File: src/rtl/ura_seq_pkg.sv
// Shared types for the URA command sequencer.
//   ura_seq_state_t : sequencer FSM states.
//   ura_cmd_t       : one host command (write flag, address, write data) at the
//                     default URA widths; the RTL packs the same field order
//                     at whatever widths it is built with.
package ura_seq_pkg;

  localparam int URA_ADDR_W = 4;
  localparam int URA_DATA_W = 8;

  typedef enum logic [1:0] {
    IDLE    = 2'd0,
    ISSUE   = 2'd1,
    WAIT_RD = 2'd2,
    RSP     = 2'd3
  } ura_seq_state_t;

  typedef struct packed {
    logic                  write;
    logic [URA_ADDR_W-1:0] addr;
    logic [URA_DATA_W-1:0] wdata;
  } ura_cmd_t;

endpackage

File: src/rtl/ura_cmd_fifo.sv
// Command buffer for the URA sequencer.
// Ports:
//   clk, rst          clock, asynchronous active-low reset (empties the FIFO)
//   push, push_data   write an entry; ignored while full
//   pop               drop the head entry; ignored while empty
//   head              current head entry (valid when !empty)
//   full, empty       occupancy flags, decoded from the registered count
//   level             number of stored entries
module ura_cmd_fifo
  import ura_seq_pkg::*;
#(
  parameter int WIDTH      = 13,
  parameter int FIFO_DEPTH = 4
) (
  input  logic                        clk,
  input  logic                        rst,
  input  logic                        push,
  input  logic [WIDTH-1:0]            push_data,
  input  logic                        pop,
  output logic [WIDTH-1:0]            head,
  output logic                        full,
  output logic                        empty,
  output logic [$clog2(FIFO_DEPTH):0] level
);

  localparam int PTR_W = $clog2(FIFO_DEPTH);

  logic [WIDTH-1:0] mem [FIFO_DEPTH];
  logic [PTR_W-1:0] wr_ptr;
  logic [PTR_W-1:0] rd_ptr;
  logic [PTR_W:0]   count;
  logic             push_ok;
  logic             pop_ok;

  assign push_ok = push && !full;
  assign pop_ok  = pop && !empty;
  assign full    = (count == (PTR_W+1)'(FIFO_DEPTH));
  assign empty   = (count == '0);
  assign head    = mem[rd_ptr];
  assign level   = count;

  // Storage carries no reset; only occupancy state is cleared.
  always_ff @(posedge clk) begin
    if (push_ok) mem[wr_ptr] <= push_data;
  end

  // Power-of-two depth lets the pointers wrap naturally.
  always_ff @(posedge clk or negedge rst) begin
    if (!rst) begin
      wr_ptr <= '0;
      rd_ptr <= '0;
      count  <= '0;
    end else begin
      if (push_ok) wr_ptr <= wr_ptr + 1'b1;
      if (pop_ok)  rd_ptr <= rd_ptr + 1'b1;
      case ({push_ok, pop_ok})
        2'b10:   count <= count + 1'b1;
        2'b01:   count <= count - 1'b1;
        default: count <= count;
      endcase
    end
  end

endmodule

File: src/rtl/ura_cmd_sequencer.sv
// Command sequencer in front of the universal register array (URA).
// Host commands are buffered and issued one at a time as single-cycle
// write_en/read_en pulses, gated by URA busy. Read results are returned in
// command order on a valid/ready response channel; no further command issues
// while a response is outstanding.
// Ports:
//   clk, rst                                  clock, async active-low reset
//   cmd_valid/cmd_ready/cmd_write/cmd_addr/cmd_wdata   host command channel
//   rsp_valid/rsp_ready/rsp_data              read response channel
//   fifo_level                                buffered, not yet issued commands
//   write_addr/write_data/write_en            URA write port
//   read_addr/read_en/read_data               URA read port
//   busy                                      URA back-pressure on issue
module ura_cmd_sequencer
  import ura_seq_pkg::*;
#(
  parameter int DEPTH      = 4,
  parameter int DATA_WIDTH = 8,
  parameter int FIFO_DEPTH = 4,
  parameter int RD_LATENCY = 1
) (
  input  logic                        clk,
  input  logic                        rst,
  input  logic                        cmd_valid,
  output logic                        cmd_ready,
  input  logic                        cmd_write,
  input  logic [DEPTH-1:0]            cmd_addr,
  input  logic [DATA_WIDTH-1:0]       cmd_wdata,
  output logic                        rsp_valid,
  input  logic                        rsp_ready,
  output logic [DATA_WIDTH-1:0]       rsp_data,
  output logic [$clog2(FIFO_DEPTH):0] fifo_level,
  output logic [DEPTH-1:0]            write_addr,
  output logic [DATA_WIDTH-1:0]       write_data,
  output logic                        write_en,
  output logic [DEPTH-1:0]            read_addr,
  output logic                        read_en,
  input  logic [DATA_WIDTH-1:0]       read_data,
  input  logic                        busy
);

  localparam int CMD_W = 1 + DEPTH + DATA_WIDTH;
  // Counter only has to hold RD_LATENCY-2 (see ISSUE below).
  localparam int CNT_W = (RD_LATENCY > 2) ? $clog2(RD_LATENCY - 1) : 1;

  logic [CMD_W-1:0]      head;
  logic                  fifo_full;
  logic                  fifo_empty;
  logic                  pop;
  logic                  head_write;
  logic [DEPTH-1:0]      head_addr;
  logic [DATA_WIDTH-1:0] head_wdata;

  ura_seq_state_t        state;
  ura_seq_state_t        state_d;
  logic [CNT_W-1:0]      lat_cnt;
  logic [CNT_W-1:0]      cnt_d;
  logic                  we_d;
  logic                  re_d;
  logic                  rspv_d;
  logic                  capture;

  ura_cmd_fifo #(
    .WIDTH      (CMD_W),
    .FIFO_DEPTH (FIFO_DEPTH)
  ) u_fifo (
    .clk       (clk),
    .rst       (rst),
    .push      (cmd_valid),
    .push_data ({cmd_write, cmd_addr, cmd_wdata}),
    .pop       (pop),
    .head      (head),
    .full      (fifo_full),
    .empty     (fifo_empty),
    .level     (fifo_level)
  );

  assign cmd_ready  = !fifo_full;
  assign head_write = head[CMD_W-1];
  assign head_addr  = head[DATA_WIDTH +: DEPTH];
  assign head_wdata = head[DATA_WIDTH-1:0];

  always_comb begin
    state_d = state;
    cnt_d   = lat_cnt;
    pop     = 1'b0;
    we_d    = 1'b0;
    re_d    = 1'b0;
    rspv_d  = rsp_valid;
    capture = 1'b0;
    case (state)
      IDLE: begin
        if (!fifo_empty && !busy) begin
          pop     = 1'b1;
          state_d = ISSUE;
          if (head_write) we_d = 1'b1;
          else            re_d = 1'b1;
        end
      end
      ISSUE: begin
        // The edge leaving ISSUE is already one read-latency edge, so with
        // RD_LATENCY==1 it captures directly; otherwise WAIT_RD counts the
        // remaining RD_LATENCY-1 edges down to 0.
        if (write_en) begin
          state_d = IDLE;
        end else if (RD_LATENCY == 1) begin
          capture = 1'b1;
          rspv_d  = 1'b1;
          state_d = RSP;
        end else begin
          cnt_d   = CNT_W'(RD_LATENCY - 2);
          state_d = WAIT_RD;
        end
      end
      WAIT_RD: begin
        if (lat_cnt == '0) begin
          capture = 1'b1;
          rspv_d  = 1'b1;
          state_d = RSP;
        end else begin
          cnt_d = lat_cnt - 1'b1;
        end
      end
      RSP: begin
        if (rsp_ready) begin
          rspv_d  = 1'b0;
          state_d = IDLE;
        end
      end
      default: state_d = IDLE;
    endcase
  end

  // ---- registered outputs / FSM state ----
  always_ff @(posedge clk or negedge rst) begin
    if (!rst) begin
      state      <= IDLE;
      lat_cnt    <= '0;
      write_en   <= 1'b0;
      read_en    <= 1'b0;
      rsp_valid  <= 1'b0;
      write_addr <= '0;
      write_data <= '0;
      read_addr  <= '0;
      rsp_data   <= '0;
    end else begin
      state     <= state_d;
      lat_cnt   <= cnt_d;
      write_en  <= we_d;
      read_en   <= re_d;
      rsp_valid <= rspv_d;
      if (we_d) begin
        write_addr <= head_addr;
        write_data <= head_wdata;
      end
      if (re_d)    read_addr <= head_addr;
      if (capture) rsp_data  <= read_data;
    end
  end

endmodule
File: config.mk
export PLATFORM = sky130hd
export DESIGN_NAME = ura_cmd_sequencer
export DESIGN_NICKNAME = d
export VERILOG_FILES = /design/src/rtl/ura_seq_pkg.sv /design/src/rtl/ura_cmd_fifo.sv /design/src/rtl/ura_cmd_sequencer.sv
export SDC_FILE = /design/constraint.sdc
export NUM_CORES = 1
export LEC_CHECK = 0
export ABC_AREA = 1
export CAP_MARGIN = 20
export CELL_PAD_IN_SITES_DETAIL_PLACEMENT = 1
export CELL_PAD_IN_SITES_GLOBAL_PLACEMENT = 1
export CORE_MARGIN = 2
export CORE_UTILIZATION = 38
export DETAILED_ROUTE_END_ITERATION = 10
export GPL_TIMING_DRIVEN = 1
export PLACE_DENSITY_LB_ADDON = 0.1
export REMOVE_ABC_BUFFERS = 1
export SYNTH_ARGS = -nofsm -noshare
export SYNTH_HDL_FRONTEND = slang
export SYNTH_HIERARCHICAL = 1
export SYNTH_SLANG_ARGS = --single-unit
File: constraint.sdc
create_clock -name clk -period 2 [get_ports clk]
set_input_delay 0.5 -clock clk [delete_from_list [all_inputs] [get_ports clk]]
set_output_delay 0.5 -clock clk [all_outputs]
set_load 0.01 [all_outputs]
==> impl_metrics.csv <==
group,metric,value,unit
floorplanning,die_x,104,um
placed_design,portBuffers,56,
cts,tritoncts,"done",
timing,fin_ws,0.106,ns
synth,synth_most_common_cell,"nand2_1",
timing,finClkSkew,0.0143,ns
synth,avgSynthCellArea,11.0,sq um
timing,final_hold_viol_count,0,
pwr,p_int,0.00441,W
drt,drc_errors,0,
placed_design,dp.cells,548,
floorplanning,fp-row-count,36,
timing,relSlewSlack,71.5,%
worst_hold_path,hold_class,"primary input to async pin",
synth,synth_edf_count,52,
synth,async_reset_ff_share,40.9,%
worst_setup_path,critPathKind,"flop to primary output",
cells_and_area,num-fill-cells,1104,
pwr,powerDensity,1440,nW/um^2
status,status,"finished, final reports clean",
cts,htreeDepth,3,
worst_setup_path,path_max_fanout,3,
floorplanning,die_area,10800,sq um
drt,wl_per_cell,14.2,um
pwr,ir_drop,0.000494,V
synth,yosys_warnings,6,
placed_design,hpwl,5.97,mm
worst_setup_path,timing.rr.end,"u_fifo/level[2]$_DFFE_PN0P_",
drt,drt_iter0_drc,124,
pwr,power_frac_seq,39.3,%
pwr,finalPower,0.00699,W
timing,fin_crit_sh,94.7,%
cells_and_area,drive_above_1_share,14.5,%
timing,period_minus_slack,1.89,ns
worst_setup_path,critPathLaunchType,"flop",
cts,clk_latency,0.36,ns
cts,cts-buffers-inserted,9,
synth,synth.top_cell.area_share,41.1,%
worst_setup_path,rr_worst_depth,13,
drt,ant_nets,0,
drt,drt_wl_total,8.02,mm
synth,synth_cells,346,
synth,synthTopCellsByArea,"edfxtp_1 41%, dfrtp_1 24%, nand2_1 11%",
global_route,grt.total_usage,15.9,%
pwr,switching_share,37.0,%
synth,ys_seq_area_share,64.8,%
placed_design,finalWeightedCongestion,0.694,
drt,vias_per_cell,4.56,
cells_and_area,syn2layout_area_growth,27.9,%
timing,tightestPinTransition,0.427,ns
synth,ys_types,26,
pwr,power.leakage,2.19,nW
pwr,power_frac_comb,43.5,%
worst_setup_path,rr_startpoint,"state[0]$_DFFE_PN0P_",
worst_setup_path,cp.arrival,1.39,ns
timing,fin_hold_ws,0.0586,ns
cts,ctsHoldBuffers,0,
cells_and_area,fin_cells,567,
cts,cts.path.max_buffers,2,
synth,syn_area,3800,sq um
drt,vias,2585,
timing,finalSetupViolCount,0,
placed_design,dp_slack,-0.414,ns
global_route,grt_pass1_wl,13.2,mm
cts,clock-root-buffer,"clkbuf_8",
cts,clkSinkCount,88,
worst_setup_path,end_kind,"primary output",
pwr,clkPwrFrac,17.2,%
floorplanning,coreArea,9730,sq um
floorplanning,ios,57,
drt,dr.pass1.iters,4,
worst_setup_path,regToRegSetupSlack,0.12,ns
worst_setup_path,cp.required,1.50,ns
job,cap_viol_max_count,0,
global_route,antenna_found_initial,0,
synth,ys_top_cells_by_count,"111 x nand2_1, 55 x inv_1, 52 x edfxtp_1",
synth,ys_ff_latch,88,
global_route,grt.overflow.total,0,
timing,max_freq,0.528,GHz
synth,synth.largest_area_cell,"edfxtp_1",
pwr,p_sw,0.00258,W
global_route,grt_start_max_net_pins,30,
synth,synth_ff_type,"edfxtp_1",
floorplanning,initial_core_util,39.0,%
cts,path_clk_slew,0.09,ns
cells_and_area,nets,465,
cells_and_area,n_antenna_cell,0,
global_route,grt_pass1_vias,2639,
floorplanning,die_h,104,um
timing,slew_violations,0,
## power groups by stage
| stage | combinational (W) | sequential (W) | clock (W) |
|---|---|---|---|
| 6_report | 0.00304 | 0.00275 | 0.00120 |
| 3_3_place_gp | 0.00290 | 0.00278 | 0 |
| 2_1_floorplan | 0.00149 | 0.00290 | 0 |
| 4_1_cts | 0.00307 | 0.00276 | 0.00125 |
| 5_1_grt | 0.00344 | 0.00282 | 0.00132 |
| 3_5_place_dp | 0.00300 | 0.00280 | 0 |
## final cells by class
| class | instances | area, sq um | share of cell area [%] |
|---|---|---|---|
| Inverter | 58 | 219 | 4.51 |
| Timing Repair Buffer | 81 | 766 | 15.8 |
| Clock inverter | 6 | 58.8 | 1.21 |
| Clock buffer | 10 | 128 | 2.63 |
| Tap cell | 133 | 166 | 3.43 |
| Sequential cell | 88 | 2460 | 50.7 |
| Multi-Input combinational cell | 191 | 1060 | 21.7 |
## placed cells by master (no fill, tap or decap), types with 2 or more instances in the layout
cell type / synthesis / final
o21ai_0: 9 / 8
clkinv_1: 0 / 2
inv_1: 55 / 50
nand3_2: 1 / 3
o21ai_2: 2 / 2
nand4_1: 2 / 2
clkinv_2: 1 / 2
edfxtp_1: 52 / 52
buf_4: 1 / 23
ha_1: 9 / 7
buf_12: 0 / 2
nand3_1: 17 / 15
nor2_1: 6 / 6
dfrtp_1: 36 / 36
nand2_1: 111 / 110
o211ai_1: 24 / 24
clkbuf_8: 0 / 9
o211ai_2: 2 / 2
clkdlybuf4s50_1: 0 / 53
dlygate4sd2_1: 0 / 2
inv_2: 2 / 7
nand2_2: 1 / 2
## worst max-delay path, cell delays in order (launching register included)
cell	delay, ns
dfrtp_1	0.37
buf_4	0.13
clkdlybuf4s50_1	0.53
## kinds of logic (layout without fill, tap and decap cells)
family	count (synthesis)	in the layout	synth area share [%]
fa+ha+maj	10	10	3.49
simple gates	141	141	15.6
buf+inv	67	155	8.14
xor+xnor	1	1	0.231
compound gates	39	39	7.68
flops	88	88	64.8
## through the flow
step	setup TNS, ns	area [sq um]	utilization (%)
global placement	-0.495	4620	47.5
finish	0	4860	49.9
detailed placement	-0.694	4620	47.5
global route	-0.0250	4860	49.9
floorplan	-0.0356	3710	-
CTS	0	4840	49.7
## layer usage
layer / up-vias / wire (um) / global-route usage, %
li1: 1296 / - / -
met5: - / 0 / 0
met3: 12 / 327 / 3.63
met4: 0 / 121 / 7.63
met2: 54 / 3810 / 25.8
met1: 1223 / 3760 / 20.3
## flip-flops by register name, summed over array words and instances (netlist names), named ones only
register,flops
read_en,1
write_en,1
rsp_data,8
u_fifo/mem,52
read_addr,4
write_data,8
u_fifo/level,3
rsp_valid,1
u_fifo/rd_ptr,2
write_addr,4
u_fifo/wr_ptr,2
state,1
## worst max-delay path by stage
stage | startpoint | endpoint
2_1_floorplan | u_fifo/level[0]$_DFFE_PN0P_ | u_fifo/level[2]$_DFFE_PN0P_
3_5_place_dp | busy | u_fifo/level[2]$_DFFE_PN0P_
3_3_place_gp | busy | u_fifo/level[2]$_DFFE_PN0P_
6_report | u_fifo/level[2]$_DFFE_PN0P_ | fifo_level[2]
4_1_cts | u_fifo/level[1]$_DFFE_PN0P_ | u_fifo/level[2]$_DFFE_PN0P_
5_1_grt | state[0]$_DFFE_PN0P_ | u_fifo/level[2]$_DFFE_PN0P_
## timing repair
| action | in CTS | in global routing |
|---|---|---|
| setup buffers | 3 | 0 |
| setup endpoints to repair | 3 | 2 |
| pin swaps | 1 | 2 |
| resized for setup | 7 | 8 |
Note: power is estimated with default switching activity, not from simulation.
